<file path="config.mk">
export PLATFORM = sky130hd
export DESIGN_NAME = div_unit_flat
export DESIGN_NICKNAME = d
export VERILOG_FILES = /design/src/rtl/div_unit_pkg.sv /design/src/rtl/div_unit_if.sv /design/src/rtl/div_unit_step.sv /design/src/rtl/div_unit.sv /design/src/flat_wrapper.sv
export SDC_FILE = /design/constraint.sdc
export NUM_CORES = 1
export LEC_CHECK = 0
export CORE_ASPECT_RATIO = 0.5
export CORE_MARGIN = 2
export CORE_UTILIZATION = 45
export DETAILED_ROUTE_END_ITERATION = 16
export HOLD_SLACK_MARGIN = 0.03
export PLACE_DENSITY = 0.66
export REMOVE_ABC_BUFFERS = 1
export SLEW_MARGIN = 0
export SYNTH_ARGS = -nofsm -noshare
export SYNTH_HDL_FRONTEND = slang
export SYNTH_SLANG_ARGS = --single-unit
</file>
<file path="constraint.sdc">
create_clock -name clk -period 4.5 [get_ports clk]
set_input_delay 1.35 -clock clk [delete_from_list [all_inputs] [get_ports clk]]
set_output_delay 1.35 -clock clk [all_outputs]
set_load 0.005 [all_outputs]
</file>
<file path="src/rtl/div_unit_pkg.sv">
// div_unit_pkg: shared widths and FSM state encoding for the iterative divider
package div_unit_pkg;
  localparam int W_DATA = 32;
  localparam int CNT_W_DEF = 6;
  typedef enum logic [2:0] {S_IDLE, S_LOAD, S_ITER, S_FIX, S_DONE} state_t;
endpackage

</file>
<file path="src/rtl/div_unit_if.sv">
// div_unit_if: execute-stage divide request (run/u/x/y) and response (stall/done/quot/rem)
interface div_unit_if #(parameter int W = 32);
  logic run;
  logic u;
  logic [W-1:0] x;
  logic [W-1:0] y;
  logic stall;
  logic done;
  logic [W-1:0] quot;
  logic [W-1:0] rem;
  modport master(output run, u, x, y, input stall, done, quot, rem);
  modport slave(input run, u, x, y, output stall, done, quot, rem);
endinterface

</file>
<file path="src/rtl/div_unit_step.sv">
// div_step: one combinational restoring-division step (shift in a MSB, trial subtract b)
module div_step #(parameter int W = 32) (
  input  logic [W-1:0] i_rem,
  input  logic         i_a_msb,
  input  logic [W-1:0] i_b,
  output logic [W-1:0] o_rem_next,
  output logic         o_qbit
);
  logic [W:0]   w_shift;
  logic [W+1:0] w_diff;
  assign w_shift    = {i_rem, i_a_msb};
  assign w_diff     = {1'b0, w_shift} - {2'b00, i_b};
  assign o_qbit     = ~w_diff[W+1];
  assign o_rem_next = o_qbit ? w_diff[W-1:0] : w_shift[W-1:0];
endmodule

</file>
<file path="src/rtl/div_unit.sv">
// div_unit: iterative floor divider, signed/unsigned dividend by unsigned divisor, stalls until done
module div_unit import div_unit_pkg::*; #(
  parameter int W     = W_DATA,
  parameter int CNT_W = CNT_W_DEF
) (
  input logic       clk,
  input logic       rst,
  div_unit_if.slave io_div
);
  state_t           r_state;
  logic [CNT_W-1:0] r_cnt;
  logic             r_sign;
  logic [W-1:0]     r_a;
  logic [W-1:0]     r_b;
  logic [W-1:0]     r_r;
  logic [W-1:0]     r_q;
  logic             r_done;
  logic [W-1:0]     r_quot;
  logic [W-1:0]     r_rem;
  logic             w_neg;
  logic [W-1:0]     w_rem_next;
  logic             w_qbit;
  logic             w_rz;
  logic [W-1:0]     w_fix_q;
  logic [W-1:0]     w_fix_r;
  div_step #(.W(W)) u_step (
    .i_rem     (r_r),
    .i_a_msb   (r_a[W-1]),
    .i_b       (r_b),
    .o_rem_next(w_rem_next),
    .o_qbit    (w_qbit)
  );
  assign w_neg = ~io_div.u & io_div.x[W-1];
  always_comb begin
    w_rz    = (r_r == '0);
    w_fix_q = !r_sign ? r_q : w_rz ? -r_q : ~r_q;
    w_fix_r = !r_sign ? r_r : w_rz ? '0 : r_b - r_r;
  end
  always_ff @(posedge clk) begin
    if (rst) begin
      r_state <= S_IDLE;
      r_cnt   <= '0;
      r_sign  <= 1'b0;
      r_a     <= '0;
      r_b     <= '0;
      r_r     <= '0;
      r_q     <= '0;
      r_done  <= 1'b0;
      r_quot  <= '0;
      r_rem   <= '0;
    end else begin
      case (r_state)
        S_IDLE: if (io_div.run) r_state <= S_LOAD;
        S_LOAD:
          if (!io_div.run) r_state <= S_IDLE;
          else begin
            r_sign  <= w_neg;
            r_a     <= w_neg ? -io_div.x : io_div.x;
            r_b     <= io_div.y;
            r_r     <= '0;
            r_q     <= '0;
            r_cnt   <= '0;
            r_state <= S_ITER;
          end
        S_ITER:
          if (!io_div.run) r_state <= S_IDLE;
          else begin
            r_r   <= w_rem_next;
            r_q   <= {r_q[W-2:0], w_qbit};
            r_a   <= {r_a[W-2:0], 1'b0};
            r_cnt <= r_cnt + 1'b1;
            if (r_cnt == CNT_W'(W-1)) r_state <= S_FIX;
          end
        S_FIX:
          if (!io_div.run) r_state <= S_IDLE;
          else begin
            r_quot  <= w_fix_q;
            r_rem   <= w_fix_r;
            r_done  <= 1'b1;
            r_state <= S_DONE;
          end
        S_DONE: begin
          r_done  <= 1'b0;
          r_state <= S_IDLE;
        end
        default: r_state <= S_IDLE;
      endcase
    end
  end
  assign io_div.stall = io_div.run & ~r_done;
  assign io_div.done  = r_done;
  assign io_div.quot  = r_quot;
  assign io_div.rem   = r_rem;
endmodule
</file>
<file path="src/flat_wrapper.sv">
// flat-port wrapper written by rule: the top's interface ports become plain ports
module div_unit_flat import div_unit_pkg::*;
#(
  parameter int W     = W_DATA,
  parameter int CNT_W = CNT_W_DEF
)
  (clk, rst, io_div_run, io_div_u, io_div_x, io_div_y, io_div_stall, io_div_done, io_div_quot, io_div_rem);
  div_unit_if #(.W(W)) io_div_i ();
  input logic clk;
  input logic rst;
  input wire logic [$bits(io_div_i.run)-1:0] io_div_run;
  input wire logic [$bits(io_div_i.u)-1:0] io_div_u;
  input wire logic [$bits(io_div_i.x)-1:0] io_div_x;
  input wire logic [$bits(io_div_i.y)-1:0] io_div_y;
  output wire logic [$bits(io_div_i.stall)-1:0] io_div_stall;
  output wire logic [$bits(io_div_i.done)-1:0] io_div_done;
  output wire logic [$bits(io_div_i.quot)-1:0] io_div_quot;
  output wire logic [$bits(io_div_i.rem)-1:0] io_div_rem;
  assign io_div_i.run = io_div_run;
  assign io_div_i.u = io_div_u;
  assign io_div_i.x = io_div_x;
  assign io_div_i.y = io_div_y;
  assign io_div_stall = io_div_i.stall;
  assign io_div_done = io_div_i.done;
  assign io_div_quot = io_div_i.quot;
  assign io_div_rem = io_div_i.rem;
  div_unit #(.W(W), .CNT_W(CNT_W)) u_core (.clk(clk), .rst(rst), .io_div(io_div_i));
endmodule
</file>
==> flow_summary.json, run 1 <==
{
  "cts.sinks": 203,
  "vias": 12200,
  "grt_pass1_vias": 11700,
  "crit_slowest_cell": "clkdlybuf4s50_1",
  "grt_setup_unrepaired": "false",
  "grt_start_max_net_pins": 157,
  "r2r-end": "u_core.io_div.rem[31]",
  "p_sw_share_pct": 29.8,
  "p_sw_mw": 1.38,
  "synth_area_per_cell_sq_um": 7.49,
  "finalWirelength_microns": 34500,
  "crit_buf_inv": 2,
  "tightest_slew_ns": 1.24,
  "fin_ws_ns": 0.536,
  "die_w_microns": 239,
  "outcome": "finished clean",
  "wl_per_cell_microns": 16.4,
  "chipHeight_microns": 122,
  "cp_common_cell": "clkdlybuf4s50_1",
  "cts_tree": "yes",
  "numCtsBuffers": 21,
  "grt-ovfl-total": 0,
  "p_seq_share_pct": 39.9,
  "crit_type": "in -> out",
  "hpwl_microns": 24200,
  "yosysSeqAreaShare_pct": 32.6,
  "yosys_warnings": 0,
  "io_buffers": 133,
  "rows": 42,
  "num_io_pins": 134,
  "cts_hold_buf": 0,
  "synthArstFlopShare_pct": 0,
  "drive_gt1_share_pct": 4.49,
  "p_clk_share_pct": 38.8,
  "dr.first_iter.drc_count": 889,
  "final_util_pct": 55.1,
  "syn_inst": 1664,
  "hold_viol": 0,
  "drcViolationCount": 0,
  "clk_pin_slew_worst_paths_ns": 0.06,
  "cp_max_fo": 7,
  "syn_to_final_growth_pct": 18.5,
  "endpoint_kind": "output pin",
  "combinationalPowerShare_pct": 21.3,
  "arrival_ns": 2.61,
  "n_antenna_cell": 0,
  "max_freq_mhz": 252,
  "dr.pass1.iters": 7,
  "htree_levels": 1,
  "slew-limit-headroom_pct": 16.9,
  "clock_latency_ns": 0.52,
  "timing.reg2reg.setup_slack_ns": 0.82,
  "rr_startpoint": "u_core.r_r[4]",
  "postRouteAntennaNets": 0,
  "vias_per_cell": 5.79,
  "ys_ff_latch": 203,
  "cts_resized": 0,
  "antenna_found_initial": 0,
  "synth_cell_type_count": 59,
  "layout_min_cycle_time_ns": 3.96,
  "drv_slew": 0,
  "cp.required_ns": 3.15,
  "drv_cap": 0,
  "critical_path.top_delay_family": "buffers and inverters",
  "fin_worst_skew_ns": 0.0111,
  "post-place-ws_ns": 0.489,
  "cellInternalPower_mw": 3.25,
  "grt_usage_pct": 23.8,
  "start_util_pct": 46.5,
  "cp-endpoint": "io_div_stall",
  "crit_chain": "clkdlybuf4s50_1, nor2b_1, clkdlybuf4s50_1",
  "power.ir.vdd_worst_uv": 265,
  "syn_area_sq_um": 12500,
  "worst_hold_path_type": "reg -> reg",
  "synth-edff-count": 0,
  "fin_crit_sh_pct": 88.1,
  "power.density_nw_per_um2": 314,
  "leakage_nw": 5.52,
  "core-area_sq_um": 26800,
  "max_stage_delay_ns": 0.60,
  "ys.flop_type": "dfxtp_1",
  "setup_viol": 0,
  "nets": 1879,
  "place.gp.congestion": 0.885,
  "root_buffer": "clkbuf_16",
  "clk_path_buf_depth": 3,
  "timing.setup.tns_ns": 0,
  "reg2reg_depth": 13,
  "crit_start": "io_div_run",
  "cp.depth": 3,
  "worstSetupStartpointType": "primary input",
  "die_area_sq_um": 29100,
  "post_cts_buffers": 0,
  "grt_pass1_wl_microns": 57600
}
tightest hold or removal path: cells and delay by family (launching register included):
kind | cells | cell delay, ns
flops | 1 | 0.31
compound gates | 1 | 0.05
simple gates | 1 | 0.05
kinds of logic (layout without fill, tap and decap cells):
family	after synthesis	after routing	synth area share, %
xor+xnor	109	109	7.66
flops	203	203	32.6
simple gates	592	592	21.3
mux	4	4	0.321
buf+inv	194	288	5.85
fa+ha+maj	68	68	6.95
compound gates	494	494	25.3
placed cells by master, fill, tap and decap left out, types with 43 or more instances in the layout:
master and n:
nor2_1 164, xnor2_1 49, o21ai_0 87, a21oi_1 175, nand3_1 74, xor2_1 60
nand2_1 213, dfxtp_1 203, ha_1 66, nor3_1 43, inv_1 95, a211oi_1 58
clkdlybuf4s50_1 132
worst min path at each step:
| stage | from | to | slack, ns | cells after the start |
|---|---|---|---|---|
| final | u_core.r_a[2] | u_core.r_a[2] | 0.46 | 2 |
| after global routing | u_core.io_div.quot[25] | u_core.io_div.quot[25] | 0.49 | 2 |
| after CTS | u_core.io_div.quot[1] | u_core.io_div.quot[1] | 0.46 | 2 |
| after floorplan | u_core.r_a[1] | u_core.r_a[1] | 0.43 | 2 |
| after detailed placement | u_core.io_div.quot[1] | u_core.io_div.quot[1] | 0.45 | 2 |
| after global placement | u_core.r_a[4] | u_core.r_a[4] | 0.44 | 2 |
layout make-up:
cell class	instances	area, sq um
Timing Repair Buffer	155	1520
Clock inverter	12	124
Inverter	95	357
Sequential cell	203	4060
Tap cell	352	440
Fill cell	2581	12000
Multi-Input combinational cell	1267	7680
Clock buffer	26	574
per-layer routing:
| layer | share of wire [%] | global-route usage, % | up-vias |
|---|---|---|---|
| li1 | - | - | 6072 |
| met3 | 5.3 | 3.72 | 56 |
| met4 | 2.4 | 6.25 | 0 |
| met1 | 47 | 31.9 | 5787 |
| met5 | 0 | 0 | - |
| met2 | 45 | 40.2 | 292 |
metrics by stage:
stage	instances	cell area [sq um]	power (mW)	hold slack, ns
floorplan	1565	12100	2.54	0.426
global placement	2072	14100	2.84	0.441
detailed placement	2072	14100	2.86	0.451
CTS	2110	14800	4.66	0.459
global route	2110	14800	4.85	0.487
finish	2110	14800	4.63	0.455
state kept, by name, indices dropped and copies added, names as in the netlist, 3 cells and up:
name and cells:
u_core.r_state 3, u_core.io_div.rem 32, u_core.io_div.quot 32, u_core.r_r 32, u_core.r_b 32, u_core.r_cnt 6, u_core.r_a 32, u_core.r_q 32
power groups by stage:
stage | logic [mW] | registers [mW] | clock network [mW]
floorplan | 0.652 | 1.88 | 0
global placement | 0.950 | 1.89 | 0
detailed placement | 0.967 | 1.89 | 0
CTS | 0.972 | 1.85 | 1.83
global route | 1.09 | 1.85 | 1.92
finish | 0.985 | 1.85 | 1.80
cells in the mapped netlist (15+ instances only):
master / n / area (sq um)
a211oi_1: 58 / 435
a21oi_1: 175 / 876
a21o_1: 20 / 150
o21ai_0: 87 / 435
dfxtp_1: 203 / 4060
inv_1: 95 / 357
o21a_1: 16 / 120
nor4_1: 15 / 93.8
clkbuf_1: 95 / 357
nand2_1: 213 / 800
o31ai_1: 15 / 113
or3_1: 15 / 93.8
o211ai_1: 15 / 113
ha_1: 66 / 826
nor2_1: 167 / 627
a221oi_1: 20 / 175
nand3_1: 74 / 370
xnor2_1: 49 / 429
nor3_1: 44 / 220
xor2_1: 60 / 526
(Power assumes the default switching activity.)
==> run 2, diff against run 1 <==
Settings changed: CORE_UTILIZATION 45 to 62, PLACE_DENSITY 0.66 to 0.86.
==> run 2 against run 1 <==
Compared with the run above: wire length shrank 0.18%; flip-flop and latch count is the same; hold slack gained 0.0044 ns; final cell count shrank 4.3%; worst setup slack gained 0.015 ns; fmax grew 0.38%; non-clock buffer count shrank 1; cell area shrank 1.3%.
==> flow_summary.json, run 2 (same netlist as run 1, synthesis figures left out) <==
{
  "hold_viol": 0,
  "final_util_pct": 74.4,
  "htree_levels": 1,
  "power.ir.vdd_worst_uv": 294,
  "vias": 12500,
  "clk_path_buf_depth": 3,
  "rows": 36,
  "timing.reg2reg.setup_slack_ns": 0.82,
  "num_io_pins": 134,
  "grt_usage_pct": 32.1,
  "drive_gt1_share_pct": 4.05,
  "crit_chain": "clkdlybuf4s50_1, nor2b_1, clkdlybuf4s50_1",
  "drv_cap": 0,
  "outcome": "finished clean",
  "power.density_nw_per_um2": 308,
  "leakage_nw": 5.48,
  "crit_type": "in -> out",
  "die_area_sq_um": 21300,
  "arrival_ns": 2.60,
  "min_path_cells": 2,
  "power_mw": 4.49,
  "chipHeight_microns": 104,
  "reg2reg_depth": 12,
  "fin_crit_sh_pct": 87.8,
  "numCtsBuffers": 20,
  "fin_worst_skew_ns": 0.0158,
  "worst_hold_slack_ns": 0.459,
  "place.gp.congestion": 0.958,
  "drcViolationCount": 0,
  "r2r-end": "u_core.r_r[0]",
  "antenna_found_initial": 0,
  "wl_met1_microns": 15400,
  "cts_hold_buf": 0,
  "whs_endpoint": "u_core.r_a[1]",
  "post-place-ws_ns": 0.544,
  "hpwl_microns": 24100,
  "max_freq_mhz": 253,
  "cts_tree": "yes",
  "grt_setup_unrepaired": "false",
  "endpoint_kind": "output pin",
  "clock_latency_ns": 0.53,
  "top_layer": "met4",
  "min_from": "u_core.r_a[1]",
  "slew-limit-headroom_pct": 20.1,
  "finalInstanceArea_sq_um": 14600,
  "finalWirelength_microns": 34500,
  "rr_startpoint": "u_core.r_b[15]",
  "wl_per_cell_microns": 17.1,
  "fin_ws_ns": 0.550,
  "grt-ovfl-total": 0,
  "dr_wl_met3_microns": 2330,
  "drv_slew": 0,
  "worst_hold_path_type": "reg -> reg",
  "tightest_slew_ns": 1.19,
  "syn_to_final_growth_pct": 17.0,
  "crit_slowest_cell": "clkdlybuf4s50_1",
  "nets": 1877,
  "layout_min_cycle_time_ns": 3.95,
  "grt_start_max_net_pins": 99,
  "io_buffers": 133,
  "postRouteAntennaNets": 0,
  "dr.pass1.iters": 5,
  "cp_max_fo": 7,
  "cp.required_ns": 3.15,
  "final_cell_mix": "nand2_1, dfxtp_1, a21oi_1",
  "die_w_microns": 204,
  "cts_resized": 0,
  "dr.first_iter.drc_count": 1033,
  "vias_per_cell": 6.17,
  "setup_viol": 0,
  "start_util_pct": 63.6,
  "cts.sinks": 203,
  "worstSetupStartpointType": "primary input",
  "max_stage_delay_ns": 0.59,
  "n_antenna_cell": 0,
  "cp_common_cell": "clkdlybuf4s50_1",
  "grt_pass1_vias": 11800,
  "placed_cell_area_sq_um": 13900,
  "met2WireLength_microns": 15800,
  "core-area_sq_um": 19600,
  "post_cts_buffers": 0,
  "root_buffer": "clkbuf_16",
  "grt_pass1_wl_microns": 57000,
  "clk_pin_slew_worst_paths_ns": 0.06,
  "mostFrequentLayoutCell": "nand2_1"
}
[run 2: area by class of cell]
type                    count  area (sq um)
inverters                  95           357
clock buffers              29           574
repair buffers            154          1500
flip-flops and latches    203          4060
multi-input cells        1267          7680
clock inverters             5          60.1
fillers                  1527          5020
well taps                 266           333
[run 2: per-stage QoR]
stage | TNS (ns) | instances
final | 0 | 2019
after global routing | 0 | 2019
after CTS | 0 | 2019
after detailed placement | 0 | 1985
after global placement | 0 | 1985
after floorplan | -217.75 | 1565
[run 2: where the power goes]
part | internal (mW) | switching (mW)
Sequential | 1.83 | 0.0233
Clock | 0.900 | 0.750
Combinational | 0.399 | 0.587
Total | 3.13 | 1.36
[run 2: worst max-delay path by stage]
stage	from	end	slack, ns	depth (start not counted)
after floorplan	io_div_run	u_core.io_div.rem[1]	-3.49	5
after global placement	io_div_run	io_div_stall	0.56	3
after detailed placement	io_div_run	io_div_stall	0.54	3
after CTS	io_div_run	io_div_stall	0.54	3
after global routing	io_div_run	io_div_stall	0.49	3
final	io_div_run	io_div_stall	0.55	3
[run 2: worst max-delay path: cells and delay by family]
kind,cells,cell delay (ns)
buffers and inverters,2,1.09
and+or+nand+nor,1,0.16
[run 2: metal layers]
layer / global-route usage (%) / up-vias
met4: 10.2 / 0
met3: 4.61 / 77
li1: - / 6066
met2: 53.1 / 471
met5: 0 / -
met1: 43.2 / 5836
==> run 3, diff against run 2 <==
Settings changed: CTS_BUF_LIST from default to sky130_fd_sc_hd__clkbuf_16.
==> run 3 against run 2 <==
Compared with the run above: sequential power barely moved; worst setup slack worse by 0.0030 ns; die area is the same.
==> flow_summary.json, run 3 (same netlist as run 1, synthesis figures left out) <==
{
  "outcome": "finished clean",
  "fin_crit_sh_pct": 87.8,
  "vias_per_cell": 6.15,
  "antenna_found_initial": 0,
  "die_area_sq_um": 21300,
  "dr.pass1.iters": 5,
  "placed_cell_area_sq_um": 13900,
  "rr_startpoint": "u_core.r_b[15]",
  "dr.first_iter.drc_count": 964,
  "power.ir.vdd_worst_uv": 294,
  "grt-ovfl-total": 0,
  "wl_per_cell_microns": 17.1,
  "cts.sinks": 203,
  "grt_setup_unrepaired": "false",
  "worst_hold_path_type": "reg -> reg",
  "io_buffers": 133,
  "multi_input_area_sq_um": 7680,
  "final_util_pct": 74.2,
  "timing.reg2reg.setup_slack_ns": 0.76,
  "place.gp.congestion": 0.958,
  "clk_path_buf_depth": 3,
  "drv_slew": 0,
  "drcViolationCount": 0,
  "grt_usage_pct": 32.1,
  "slew-limit-headroom_pct": 21.9,
  "numCtsBuffers": 20,
  "timing.setup.tns_ns": 0,
  "postRouteAntennaNets": 0,
  "grt_start_max_net_pins": 99,
  "grt_pass1_wl_microns": 57000,
  "r2r-end": "u_core.r_r[0]",
  "cts_resized": 0,
  "core-area_sq_um": 19600,
  "use_met3_pct": 4.61,
  "busiest_layer": "met2",
  "finalWirelength_microns": 34500,
  "chipHeight_microns": 104,
  "cp-endpoint": "io_div_stall",
  "post-place-ws_ns": 0.544,
  "fin_ws_ns": 0.548,
  "use_met1_pct": 43.1,
  "endpoint_kind": "output pin",
  "max_freq_mhz": 253,
  "syn_to_final_growth_pct": 16.6,
  "leakage_nw": 5.48,
  "tightest_slew_ns": 1.17,
  "final_cells": 2019,
  "power_mw": 4.41,
  "reg2reg_depth": 12,
  "power.density_nw_per_um2": 303,
  "cts_tree": "yes",
  "start_util_pct": 63.6,
  "grt_pass1_vias": 11800,
  "worst_hold_slack_ns": 0.459,
  "mostFrequentLayoutCell": "nand2_1",
  "cp_max_fo": 7,
  "arrival_ns": 2.60,
  "drive_gt1_share_pct": 3.82,
  "drv_cap": 0,
  "rows": 36,
  "hold_viol": 0,
  "n_fill_cell": 1535,
  "crit_type": "in -> out",
  "worstSetupStartpointType": "primary input",
  "nets": 1877,
  "layout_min_cycle_time_ns": 3.95,
  "final_cell_mix": "nand2_1, dfxtp_1, a21oi_1",
  "htree_levels": 1,
  "clk_pin_slew_worst_paths_ns": 0.06,
  "vias": 12400,
  "cts_hold_buf": 0,
  "fin_worst_skew_ns": 0.0103,
  "regArea_sq_um": 4060,
  "num_io_pins": 134,
  "die_w_microns": 204,
  "setup_viol": 0,
  "root_buffer": "clkbuf_16",
  "post_cts_buffers": 0,
  "crit_start": "io_div_run",
  "finalInstanceArea_sq_um": 14500,
  "clock_latency_ns": 0.53,
  "hpwl_microns": 24100,
  "n_antenna_cell": 0,
  "met2_usage_pct": 53.2,
  "place_inst": 1985,
  "cp.required_ns": 3.15
}
run 3: changes by cell type in the layout (fill, tap and decap cells not counted):
| cell | previous run | this run |
|---|---|---|
| clkinv_1 | 0 | 4 |
| inv_1 | 95 | 100 |
| clkbuf_8 | 4 | 0 |
| clkbuf_1 | 5 | 0 |
run 3: power by group:
part | switching, mW | leakage [nW] | internal, mW
Combinational | 0.588 | 3.53 | 0.399
Sequential | 0.0234 | 1.64 | 1.83
Clock | 0.748 | 0.309 | 0.821
Total | 1.36 | 5.48 | 3.05
run 3: how the worst min path moves through the flow:
stage | start | end | cells past startpoint
2_1_floorplan | u_core.r_a[1] | u_core.r_a[1] | 2
3_3_place_gp | u_core.r_a[1] | u_core.r_a[1] | 2
3_5_place_dp | u_core.io_div.quot[29] | u_core.io_div.quot[29] | 2
4_1_cts | u_core.r_a[1] | u_core.r_a[1] | 2
5_1_grt | u_core.r_a[1] | u_core.r_a[1] | 2
6_report | u_core.r_a[1] | u_core.r_a[1] | 2
run 3: worst max-delay path: stages:
cell and delay, ns:
clkdlybuf4s50_1 0.59, nor2b_1 0.16, clkdlybuf4s50_1 0.50
run 3: metal layers:
metal | wire (microns) | vias up
met4 | 946 | 0
met3 | 2360 | 75
li1 | - | 6059
met1 | 15300 | 5837
met5 | 0 | -
met2 | 16000 | 444
run 3: area by class of cell:
class / count / area share (%)
clock buffer: 20 / 3.44
clock inverter: 14 / 0.646
inverter: 95 / 2.45
multi-input combinational: 1267 / 52.9
sequential: 203 / 28.0
tap: 266 / 2.29
timing repair buffer: 154 / 10.3
